===== src/rtl/dma_pkg.sv =====
// Shared types and constants for the byte-wide bus DMA engine.
// Address width matches the CPU-side memory bus.
package dma_pkg;

  localparam int ADDR_W = 24;

  localparam logic MODE_COPY = 1'b0;
  localparam logic MODE_FILL = 1'b1;

  typedef enum logic [1:0] {
    ST_IDLE  = 2'd0,
    ST_READ  = 2'd1,
    ST_WRITE = 2'd2,
    ST_DONE  = 2'd3
  } state_e;

  function automatic logic [ADDR_W-1:0] addr_inc(
    input logic [ADDR_W-1:0] a
  );
    return a + ADDR_W'(1);
  endfunction

endpackage


===== src/rtl/bus_dma_if.sv =====
// CPU-side memory bus as seen by an initiator (master)
// and the memory/arbiter side (slave).
interface bus_dma_if;
  import dma_pkg::*;

  logic [ADDR_W-1:0] address;
  logic [7:0]        data_out;
  logic [7:0]        data_in;
  logic              bus_enable;
  logic              write_enable;
  logic              bus_halt;

  modport master (
    output address,
    output data_out,
    output bus_enable,
    output write_enable,
    input  data_in,
    input  bus_halt
  );

  modport slave (
    input  address,
    input  data_out,
    input  bus_enable,
    input  write_enable,
    output data_in,
    output bus_halt
  );

endinterface


===== src/rtl/bus_dma.sv =====
// Byte-wide block copy / block fill bus initiator.
// Every output is a flop; bus_halt freezes the access in flight.
module bus_dma
  import dma_pkg::*;
#(
  parameter int LEN_WIDTH = 16,
  parameter int READ_WAIT = 1
) (
  input  logic                 clk,
  input  logic                 reset,
  input  logic                 start,
  input  logic                 mode,
  input  logic [ADDR_W-1:0]    src_addr,
  input  logic [ADDR_W-1:0]    dst_addr,
  input  logic [LEN_WIDTH-1:0] length,
  input  logic [7:0]           fill_value,
  input  logic                 abort,
  output logic                 busy,
  output logic                 done,
  output logic                 aborted,
  output logic [LEN_WIDTH-1:0] bytes_left,
  bus_dma_if.master            bus
);

  localparam int CW =
    (READ_WAIT > 0) ? $clog2(READ_WAIT + 1) : 1;
  localparam logic [CW-1:0] WAIT_INIT = CW'(READ_WAIT);
  localparam logic [LEN_WIDTH-1:0] LEN_ONE =
    LEN_WIDTH'(1);

  state_e state_q, state_d;

  logic [ADDR_W-1:0]    src_q, src_d;
  logic [ADDR_W-1:0]    dst_q, dst_d;
  logic                 mode_q, mode_d;
  logic [CW-1:0]        cnt_q, cnt_d;
  logic [LEN_WIDTH-1:0] bytes_left_q, bytes_left_d;
  logic [ADDR_W-1:0]    address_q, address_d;
  logic [7:0]           data_out_q, data_out_d;
  logic                 bus_enable_q, bus_enable_d;
  logic                 write_enable_q, write_enable_d;
  logic                 busy_q, busy_d;
  logic                 done_q, done_d;
  logic                 aborted_q, aborted_d;

  always_comb begin
    state_d        = state_q;
    src_d          = src_q;
    dst_d          = dst_q;
    mode_d         = mode_q;
    cnt_d          = cnt_q;
    bytes_left_d   = bytes_left_q;
    address_d      = address_q;
    data_out_d     = data_out_q;
    bus_enable_d   = bus_enable_q;
    write_enable_d = write_enable_q;
    done_d         = 1'b0;
    aborted_d      = 1'b0;

    unique case (state_q)
      ST_IDLE: begin
        bus_enable_d   = 1'b0;
        write_enable_d = 1'b0;
        if (start) begin
          src_d        = src_addr;
          dst_d        = dst_addr;
          mode_d       = mode;
          bytes_left_d = length;
          if (length == '0) begin
            state_d = ST_DONE;
            done_d  = 1'b1;
          end else if (mode == MODE_FILL) begin
            state_d        = ST_WRITE;
            address_d      = dst_addr;
            data_out_d     = fill_value;
            bus_enable_d   = 1'b1;
            write_enable_d = 1'b1;
          end else begin
            state_d        = ST_READ;
            address_d      = src_addr;
            bus_enable_d   = 1'b1;
            write_enable_d = 1'b0;
            cnt_d          = WAIT_INIT;
          end
        end
      end

      ST_READ: begin
        if (abort) begin
          state_d        = ST_IDLE;
          aborted_d      = 1'b1;
          bus_enable_d   = 1'b0;
          write_enable_d = 1'b0;
        end else if (!bus.bus_halt) begin
          // a halted cycle also freezes the wait count
          if (cnt_q != '0) begin
            cnt_d = cnt_q - CW'(1);
          end else begin
            data_out_d     = bus.data_in;
            src_d          = addr_inc(src_q);
            state_d        = ST_WRITE;
            address_d      = dst_q;
            write_enable_d = 1'b1;
          end
        end
      end

      ST_WRITE: begin
        if (!bus.bus_halt) begin
          dst_d        = addr_inc(dst_q);
          bytes_left_d = bytes_left_q - LEN_ONE;
        end
        // a write landing on the abort edge still counts
        if (abort) begin
          state_d        = ST_IDLE;
          aborted_d      = 1'b1;
          bus_enable_d   = 1'b0;
          write_enable_d = 1'b0;
        end else if (!bus.bus_halt) begin
          if (bytes_left_q == LEN_ONE) begin
            state_d        = ST_DONE;
            done_d         = 1'b1;
            bus_enable_d   = 1'b0;
            write_enable_d = 1'b0;
          end else if (mode_q == MODE_COPY) begin
            state_d        = ST_READ;
            address_d      = src_q;
            write_enable_d = 1'b0;
            cnt_d          = WAIT_INIT;
          end else begin
            address_d = dst_d;
          end
        end
      end

      ST_DONE: begin
        state_d        = ST_IDLE;
        bus_enable_d   = 1'b0;
        write_enable_d = 1'b0;
      end

      default: begin
        state_d        = ST_IDLE;
        bus_enable_d   = 1'b0;
        write_enable_d = 1'b0;
      end
    endcase

    busy_d = (state_d != ST_IDLE);
  end

  always_ff @(posedge clk) begin
    if (reset) begin
      state_q        <= ST_IDLE;
      src_q          <= '0;
      dst_q          <= '0;
      mode_q         <= MODE_COPY;
      cnt_q          <= '0;
      bytes_left_q   <= '0;
      address_q      <= '0;
      data_out_q     <= '0;
      bus_enable_q   <= 1'b0;
      write_enable_q <= 1'b0;
      busy_q         <= 1'b0;
      done_q         <= 1'b0;
      aborted_q      <= 1'b0;
    end else begin
      state_q        <= state_d;
      src_q          <= src_d;
      dst_q          <= dst_d;
      mode_q         <= mode_d;
      cnt_q          <= cnt_d;
      bytes_left_q   <= bytes_left_d;
      address_q      <= address_d;
      data_out_q     <= data_out_d;
      bus_enable_q   <= bus_enable_d;
      write_enable_q <= write_enable_d;
      busy_q         <= busy_d;
      done_q         <= done_d;
      aborted_q      <= aborted_d;
    end
  end

  assign busy             = busy_q;
  assign done             = done_q;
  assign aborted          = aborted_q;
  assign bytes_left       = bytes_left_q;
  assign bus.address      = address_q;
  assign bus.data_out     = data_out_q;
  assign bus.bus_enable   = bus_enable_q;
  assign bus.write_enable = write_enable_q;

endmodule


===== src/flat_wrapper.sv =====
// flat-port wrapper written by rule: the top's interface ports become plain ports
module bus_dma_flat import dma_pkg::*;
#(
  parameter int LEN_WIDTH = 16,
  parameter int READ_WAIT = 1
)
  (clk, reset, start, mode, src_addr, dst_addr, length, fill_value, abort, busy, done, aborted, bytes_left, bus_address, bus_data_out, bus_bus_enable, bus_write_enable, bus_data_in, bus_bus_halt);
  bus_dma_if bus_i ();
  input  logic clk;
  input  logic reset;
  input  logic start;
  input  logic mode;
  input  logic [ADDR_W-1:0] src_addr;
  input  logic [ADDR_W-1:0] dst_addr;
  input  logic [LEN_WIDTH-1:0] length;
  input  logic [7:0] fill_value;
  input  logic abort;
  output logic busy;
  output logic done;
  output logic aborted;
  output logic [LEN_WIDTH-1:0] bytes_left;
  output wire logic [$bits(bus_i.address)-1:0] bus_address;
  output wire logic [$bits(bus_i.data_out)-1:0] bus_data_out;
  output wire logic [$bits(bus_i.bus_enable)-1:0] bus_bus_enable;
  output wire logic [$bits(bus_i.write_enable)-1:0] bus_write_enable;
  input wire logic [$bits(bus_i.data_in)-1:0] bus_data_in;
  input wire logic [$bits(bus_i.bus_halt)-1:0] bus_bus_halt;
  assign bus_address = bus_i.address;
  assign bus_data_out = bus_i.data_out;
  assign bus_bus_enable = bus_i.bus_enable;
  assign bus_write_enable = bus_i.write_enable;
  assign bus_i.data_in = bus_data_in;
  assign bus_i.bus_halt = bus_bus_halt;
  bus_dma #(.LEN_WIDTH(LEN_WIDTH), .READ_WAIT(READ_WAIT)) u_core (.clk(clk), .reset(reset), .start(start), .mode(mode), .src_addr(src_addr), .dst_addr(dst_addr), .length(length), .fill_value(fill_value), .abort(abort), .busy(busy), .done(done), .aborted(aborted), .bytes_left(bytes_left), .bus(bus_i));
endmodule

===== config.mk =====
export PLATFORM = sky130hd
export DESIGN_NAME = bus_dma_flat
export DESIGN_NICKNAME = d
export VERILOG_FILES = /design/src/rtl/dma_pkg.sv /design/src/rtl/bus_dma_if.sv /design/src/rtl/bus_dma.sv /design/src/flat_wrapper.sv
export SDC_FILE = /design/constraint.sdc
export NUM_CORES = 1
export LEC_CHECK = 0
export BUFFER_PORTS_ARGS = -buffer_cell sky130_fd_sc_hd__buf_2
export CORE_MARGIN = 2
export CORE_UTILIZATION = 51
export CTS_CLUSTER_SIZE = 25
export DETAILED_ROUTE_END_ITERATION = 10
export GPL_TIMING_DRIVEN = 0
export PLACE_DENSITY = 0.78
export SETUP_SLACK_MARGIN = 0.2
export SLEW_MARGIN = 30
export SYNTH_ARGS = -nofsm -noshare
export SYNTH_HDL_FRONTEND = slang
export SYNTH_SLANG_ARGS = --single-unit

===== constraint.sdc =====
create_clock -name clk -period 2.4 [get_ports clk]
set_clock_uncertainty 0.2 [all_clocks]
set_input_delay 0.6 -clock clk [delete_from_list [all_inputs] [get_ports clk]]
set_output_delay 0.6 -clock clk [all_outputs]
set_load 0.05 [all_outputs]

# After elaboration in Yosys (flattened, before gate mapping)

Index checks and enable logic that the tools add are counted.

Input port bits: 86
Output and inout bits: 53
Bits in registers: 105
Word-level logic and storage cells: 132

Reduce and logical (&&, ||, !) cells: 17
Bitwise operators: 1
Multiplexer cells: 76
Add/subtract/negate cells: 4
Equality and inequality tests: 21

Operators with widths:

| operator                                                                | number |
|---|---|
| 24-bit two-way mux                                                      | 16 |
| 24-bit case mux with 2 select lines                                     | 2 |
| 24-bit case mux with 3 select lines                                     | 1 |
| 24-bit by 1-bit adder with 24-bit output (second input constant)        | 2 |
| 8-bit two-way mux                                                       | 6 |
| 1-bit two-way mux                                                       | 32 |
| 16-bit two-way mux                                                      | 2 |
| 16-bit case mux with 2 select lines                                     | 1 |
| 2-bit inequality test (second input constant)                           | 12 |
| 2-bit two-way mux                                                       | 10 |
| 16-bit by 1-bit equality test with 1-bit output (second input constant) | 1 |
| 16-bit zero test                                                        | 1 |
| 8-bit case mux with 2 select lines                                      | 1 |
| 16-bit by 1-bit subtractor with 16-bit output (second input constant)   | 1 |
| 10-bit AND reduction                                                    | 1 |
| 3-bit inequality test (second input constant)                           | 3 |
| 9-bit AND reduction                                                     | 1 |
| 1-bit case mux with 4 select lines                                      | 2 |
| 2-bit case mux with 4 select lines                                      | 1 |
| 7-bit AND reduction                                                     | 1 |
| 3-bit AND reduction                                                     | 2 |
| 2-bit nonzero test                                                      | 3 |
| 5-bit AND reduction                                                     | 1 |
| 2-bit equality test (second input constant)                             | 2 |
| other kinds (12)                                                        | 14 |

# Longest topological paths before layout

Gate-level depths: netlist (run 1).

Depth in word-level cells: 7
Mapped depth: 10

# Worst setup path after synthesis (run 1)

OpenSTA, ideal clock, no wires.

Path type: register to register
Start: register u_core.bytes_left_q[1], in the netlist u_core.bytes_left[1]
End: register u_core.address_q[12], in the netlist u_core.bus.address[12]
Arrival: 2.551 ns
Clock period less this slack: 2.868 ns
Data required time: 2.083 ns
Cell stages (with the launch flop): 11
Setup slack: -0.468 ns
Setup time: 0.117 ns
Cells stage by stage: dfxtp_1 > inv_1 > ha_1 > nor4b_1 > nand4b_4 > a21oi_2 > or4_4 > buf_6 > and2b_4 > buf_6 > a22o_1

Longest elaborated chain between the ends: 3

Ends and longest elaborated chain:

| item                                            | line           | text |
|---|---|---|
| from (decl)                                     | bus_dma.sv:37  | `logic [LEN_WIDTH-1:0] bytes_left_q, bytes_left_d;` |
| from (signal assigned)                          | bus_dma.sv:173 | `bytes_left_q <= bytes_left_d;` |
| 16-bit by 1-bit equality test with 1-bit output | bus_dma.sv:120 | `if (bytes_left_q == LEN_ONE) begin` |
| 2-bit inequality test (no source line)          | n/a            |  |
| 9-bit AND reduction (no source line)            | n/a            |  |
| to (signal assigned)                            | bus_dma.sv:174 | `address_q <= address_d;` |
| to (decl)                                       | bus_dma.sv:38  | `logic [ADDR_W-1:0] address_q, address_d;` |

Every way passes these cells.
A chain may end at the register's enable or synchronous reset.

# Worst setup path after layout (run 1)

Same ends and word-level chain as after synthesis.

==> results of run 1 <==
==> through the flow <==
stage               TNS [ns]  total power [mW]
floorplan            -0.0558              7.17
global placement      -39.11              8.82
global route          -0.451              12.0
CTS                        0              10.9
finish               -0.0286              11.5
detailed placement    -41.65              8.89
==> power breakdown <==
part,switching (mW),total [mW],internal (mW)
Clock,0.759,1.51,0.749
Combinational,4.55,6.92,2.36
Sequential,0.696,3.12,2.42
==> layout by cell type, fill, tap and decap left out, types with 21 or more instances in the layout <==
master / count
buf_2: 147
nand2_1: 111
a21oi_1: 76
nor2_1: 70
dfxtp_1: 68
o21ai_0: 50
a211oi_1: 41
buf_4: 38
mux2i_1: 34
dfxtp_2: 29
nor3_1: 25
nand3_1: 25
nand4_1: 22
nor2b_1: 21
==> path summary, 6_finish.rpt <==
| path | from | to | slack [ns] |
|---|---|---|---|
| setup reg to reg | u_core.bytes_left[1]$_SDFFE_PP0P_ | u_core.bus.address[12]$_SDFFE_PP0P_ | -0.009 |
| setup / recovery | u_core.bytes_left[1]$_SDFFE_PP0P_ | u_core.bus.address[12]$_SDFFE_PP0P_ | -0.009 |
| hold / removal | u_core.bus.bus_enable$_SDFFE_PP0P_ | u_core.bus.bus_enable$_SDFFE_PP0P_ | 0.27 |
| hold reg to reg | u_core.bus.bus_enable$_SDFFE_PP0P_ | u_core.bus.bus_enable$_SDFFE_PP0P_ | 0.27 |
==> flip-flops by register name, indices dropped and copies added (netlist names), 2 cells and up <==
register / count
u_core.src_q: 24
u_core.bytes_left: 16
u_core.bus.address: 24
u_core.state_q: 2
u_core.dst_q: 24
u_core.bus.data_out: 8
==> critical path, cell delays in order, from the launching register on <==
cell and delay (ns):
dfxtp_4 0.36, inv_4 0.04, ha_4 0.15, nor4b_4 0.13, nand4b_4 0.12, a21oi_4 0.07
or4_4 0.52, buf_6 0.15, and2b_4 0.20, buf_8 0.14, a22o_1 0.22
==> metal layers <==
layer | vias up | global-route usage, % | share of wire, %
met5 | - | 0 | 0
met4 | 0 | 20.3 | 5.4
met3 | 152 | 8.96 | 14
met2 | 699 | 55.7 | 43
met1 | 3916 | 52.2 | 38
li1 | 3791 | - | -
==> cell type report <==
| cell class | count | area share, % |
|---|---|---|
| clock inverters | 6 | 0.538 |
| flip-flops and latches | 105 | 23.9 |
| well taps | 176 | 2.43 |
| repair buffers | 177 | 11.3 |
| clock buffers | 10 | 2.63 |
| inverters | 18 | 0.896 |
| plain buffers | 76 | 5.32 |
| multi-input cells | 721 | 53.0 |
==> timing repair <==
item                       in CTS  in global routing
cloned                          0                  1
hold buffers                    0                  0
gates resized for setup       113                109
pin swaps                       6                 28
buffers inserted               26                 13
setup endpoints to repair     102                 97
==> kinds of logic after synthesis <==
kind of cell / Yosys count / synth area share, %
buf+inv: 94 / 5.72
simple gates: 360 / 26.4
fa+ha+maj: 9 / 1.64
mux: 36 / 5.27
flops: 105 / 30.5
xor+xnor: 11 / 1.40
compound gates: 305 / 29.0
==> results.tsv, run 1 <==
stage	metric	value	unit
status	outcome	finished with violations	
status	failing checks	setup timing	
drt	Via density	6.64	
critical_path	Worst EP required	2.46	ns
drt	1st-pass router iterations	7	
timing	hold_ws	0.266	ns
cts	root buf cell	clkbuf_16	
floorplanning	Core Footprint	13200	um2
timing	Final Cycle Share	100	%
floorplanning	# rows	42	
drt	# DRC	0	
cts	clock transition time at the flip-flop clock pins of the worst setup and hold paths	0.07	ns
critical_path	Startpoint Class	register	
cts	CTS Buf Count	9	
cts	clock latency on the worst-skew pair	0.38	ns
job	total of max-cap violations	0	
critical_path	crit end category	register	
timing	RSZ-0062 raised after global routing	yes	
global_route	gr ovfl total	0	
place	Placed Cells incl. Taps	1233	
synth	ys async rst share	0	%
timing	Final Hold Viols	0	
place	Placed Area	7870	um2
synth	Syn. warnings	0	
place	DP Worst Slack	-0.603	ns
synth	EDFF count, synth	0	
timing	fin crit period	2.41	ns
cells_and_area	multi-input logic area	4810	um2
synth	Synth Flop Type	dfxtp_1	
synth	Synth area leader	dfxtp_1	
cells_and_area	fin area	9070	um2
cells_and_area	fraction of layout cells with a size suffix above 1	34.1	%
floorplanning	Die Wd	120	um
timing	Slew @ Worst Pin	1.02	ns
drt	Routed WL	28500	um
synth	Synth cell types	70	
critical_path	Critical Path AT	2.47	ns
synth	Mapped Area	6890	um2
place	port bufs	137	
synth	Syn Nets	1015	
cts	clk buf depth	2	
timing	Worst Setup Slack, final	-0.00859	ns
min_path	Worst Hold Class	register to register	
place	gp weighted congestion	0.988	
cells_and_area	Post-Layout Cell Count	1289	
drt	DR vias	8558	
synth	cell count after synthesis	920	
power_and_ir_drop	Lkg Pwr	3.59	nW
synth	Yosys reg bits	105	
synth	most common cell in the netlist	nand2_1	
timing	final slew viol count	0	
cts	H-Tree Depth	3	
cells_and_area	Layout area overhead	31.7	%
timing	Slew headroom	32.2	%
synth	Syn Area/Cell	7.49	um2
timing	max frequency	415	MHz
floorplanning	io pins	139	
cells_and_area	FILL cells	1118	
drt	WL/cell	22.1	um
min_path	Min-Delay Path Depth	2	
cells_and_area	Layout Nets	1203	
synth	share of the synthesized area in the top cell type	30.5	%
floorplanning	Initial Utilization	52.2	%
global_route	vias in the first global route	7681	
floorplanning	Die Height	120	um
critical_path	Setup CP Type	register to register	
synth	commonest cells in the netlist	116 x nand2_1, 105 x dfxtp_1, 83 x a21oi_1, 73 x nor2_1, 57 x clkbuf_1	
timing	endpoints failing setup	7	
place	hpwl dp	19900	um
drt	DRT iter0 DRCs	1306	
global_route	total global-route track usage	38.2	%
critical_path	Worst Path Max Fanout	5	
cells_and_area	Sequential Area	2170	um2
cts	Sink Count	105	
power_and_ir_drop	VDD IR max	0.754	mV
synth	sequential area share after synthesis	30.5	%
global_route	largest net degree at the start of global routing	19	
global_route	first-pass GRT wire length	42400	um
critical_path	cells on worst reg2reg path	10	
cells_and_area	number of inserted diodes	0	
synth	Synth area leaders	dfxtp_1 31%, nand2_1 6.3%, a21oi_1 6.0%, mux2i_1 4.9%, a211oi_1 4.9%	
power_and_ir_drop	P per Cell Area	1270	nW/um2
cells_and_area	Final Util	68.8	%
cts	CTS tree	built	
floorplanning	DIE AREA	14400	um2
drt	Post-DRT Antenna Nets	0	
global_route	antenna violations before repair	0	
(Power assumes the default switching activity.)
==> inputs of run 2 (changes only) <==
Settings changed: GPL_TIMING_DRIVEN 0 to default, RECOVER_POWER from default to 50.
==> results.tsv, run 2 (synthesis results as in run 1) <==
stage	metric	value	unit	change
power_and_ir_drop	total power	11.4	mW	-1.2%
floorplanning	DIE AREA	14400	um2	unchanged
global_route	vias in the first global route	7074		-7.9%
min_path	Min-Delay Path Depth	2		unchanged
status	outcome	finished, final reports clean		
drt	WL/cell	19.8	um	-10%
global_route	met2 usage	46.7	%	-8.9 points
drt	DRT iter0 DRCs	1198		-8.3%
cells_and_area	commonest cells after routing, fill and taps aside	114 x nand2_1, 86 x buf_4, 85 x buf_2		
cts	CTS Buf Count	9		unchanged
critical_path	Worst path slowest cell	or4_4		
global_route	total global-route track usage	32.3	%	-5.9 points
min_path	Hold Startpoint	u_core.bus.bus_enable$_SDFFE_PP0P_		
timing	Final Hold Viols	0		unchanged
cells_and_area	Layout Nets	1198		-0.42%
critical_path	Worst Path Max Fanout	5		unchanged
critical_path	Crit path buffers/inverters	1		-2
place	hpwl dp	16200	um	-18%
cts	clock transition time at the flip-flop clock pins of the worst setup and hold paths	0.07	ns	about the same
power_and_ir_drop	P per Cell Area	1270	nW/um2	-0.47%
cells_and_area	number of inserted diodes	0		unchanged
power_and_ir_drop	Lkg Pwr	3.41	nW	-5.0%
floorplanning	io pins	139		unchanged
critical_path	origin of the worst setup path	u_core.bytes_left[1]$_SDFFE_PP0P_		
cts	clock latency on the worst-skew pair	0.36	ns	-0.02 ns
min_path	Worst Hold Class	register to register		
critical_path	delay-heaviest family, CP	simple AND/OR/NAND/NOR gates		
cts	Sink Count	105		unchanged
min_path	Hold Path End	u_core.bus.bus_enable$_SDFFE_PP0P_		
place	port bufs	138		+0.73%
drt	1st-pass router iterations	6		-1
floorplanning	Die Height	120	um	unchanged
cts	H-Tree Depth	3		unchanged
place	gp weighted congestion	0.957		-3.1%
critical_path	r2r endpoint	u_core.bus.address[10]$_SDFFE_PP0P_		
cells_and_area	fraction of layout cells with a size suffix above 1	26.3	%	-7.9 points
floorplanning	# rows	42		unchanged
timing	max frequency	430	MHz	+3.7%
global_route	gr ovfl total	0		unchanged
critical_path	cells on worst reg2reg path	8		-2
timing	Slew @ Worst Pin	0.622	ns	-0.396 ns
critical_path	Startpoint Class	register		
critical_path	Setup CP Type	register to register		
global_route	met1 Resource Use GR	46.4	%	-5.8 points
cells_and_area	Layout area overhead	30.8	%	
cells_and_area	fin area	9010	um2	-0.72%
global_route	met3 usage	7.17	%	-1.8 points
drt	DR vias	8298		-3.0%
global_route	antenna violations before repair	0		unchanged
global_route	first-pass GRT wire length	37100	um	-12%
critical_path	slowest cell delay on critical path	0.58	ns	+0.06 ns
floorplanning	Initial Utilization	52.2	%	unchanged
critical_path	worst path cell trace	inv_4 -> ha_4 -> nor4b_4 -> nand4b_4 -> a21oi_2 -> or4_4 -> and2b_2 -> a32o_1		
critical_path	Worst EP required	2.44	ns	-0.02 ns
drt	Post-DRT Antenna Nets	0		unchanged
critical_path	reg2reg start	u_core.bytes_left[1]$_SDFFE_PP0P_		
cts	hold_buf cts	0		unchanged
drt	# DRC	0		unchanged
cells_and_area	commonest non-fill, non-tap cell in the layout	nand2_1		
timing	Slew headroom	58.7	%	+27 points
global_route	busiest grt layer	met2		
critical_path	Critical Path AT	2.37	ns	-0.10 ns
cts	CTS tree	built		
cts	clk buf depth	2		unchanged
critical_path	reg-to-reg setup timing slack	0.08	ns	+0.09 ns
timing	final slew viol count	0		unchanged
critical_path	crit end category	register		
drt	Via density	6.46		-2.7%
job	total of max-cap violations	0		unchanged
timing	endpoints failing setup	0		-7
floorplanning	Core Footprint	13200	um2	unchanged
place	Placed Area	8300	um2	+5.5%
timing	fin crit period	2.32	ns	-0.0852 ns
cts	root buf cell	clkbuf_16		
global_route	largest net degree at the start of global routing	55		+36
drt	Routed WL	25500	um	-10%
timing	RSZ-0062 raised after global routing	yes		
floorplanning	Die Wd	120	um	unchanged
timing	Final Cycle Share	96.8	%	-3.5 points
cells_and_area	FILL cells	1110		-0.72%
power_and_ir_drop	VDD IR max	0.829	mV	+10%
[run 2: area by class of cell]
class / instances / area (um2) / share of cell area, %
multi-input combinational: 723 / 4640 / 51.5
clock buffer: 12 / 256 / 2.85
timing repair buffer: 246 / 1630 / 18.1
clock inverter: 4 / 50.0 / 0.556
inverter: 18 / 78.8 / 0.875
sequential: 105 / 2130 / 23.7
tap: 176 / 220 / 2.44
[run 2: worst min-delay path, cell delays in order, from the launching register on]
cell     delay (ns)
dfxtp_1        0.31
nand2_1        0.05
a21oi_1        0.05
[run 2: worst max-delay path by stage]
stage / cells after the start / endpoint
3_5_place_dp: 7 / u_core.bus.address[16]$_SDFFE_PP0P_
2_1_floorplan: 10 / u_core.bus.address[12]$_SDFFE_PP0P_
4_1_cts: 8 / u_core.bus.address[2]$_SDFFE_PP0P_
3_3_place_gp: 7 / u_core.bus.address[16]$_SDFFE_PP0P_
6_report: 8 / u_core.bus.address[10]$_SDFFE_PP0P_
5_1_grt: 7 / u_core.bus.address[10]$_SDFFE_PP0P_
[run 2: routing by layer]
metal | part of all wire (%) | routed length (um) | up-vias
met2 | 43 | 11000 | 610
met4 | 3.1 | 801 | 0
li1 | - | - | 3785
met5 | 0 | 0 | -
met3 | 13 | 3200 | 84
met1 | 41 | 10500 | 3819
[run 2: what timing repair did]
action | in CTS | in global routing
resized for setup | 17 | 36
setup buffers | 6 | 9
pin swaps | 8 | 10
cloned | 3 | 4
setup endpoints to repair | 54 | 78
[run 2: stage by stage]
stage / utilization [%] / cells / setup TNS, ns / worst slack, ns / hold WS (ns)
after floorplan: - / 920 / -0.0558 / -0.0112 / 0.271
after global placement: 63.0 / 1246 / -0.313 / -0.0860 / 0.238
after detailed placement: 63.0 / 1246 / -0.897 / -0.116 / 0.245
after CTS: 66.3 / 1271 / 0 / 0.149 / 0.253
after global routing: 68.3 / 1284 / 0 / 0.0498 / 0.285
final: 68.3 / 1284 / 0 / 0.0766 / 0.256
[run 2: where the power goes]
| part | switching [mW] | leakage [nW] | internal (mW) |
|---|---|---|---|
| Clock | 0.700 | 0.153 | 0.869 |
| Sequential | 0.669 | 0.874 | 2.40 |
| Combinational | 4.33 | 2.38 | 2.44 |
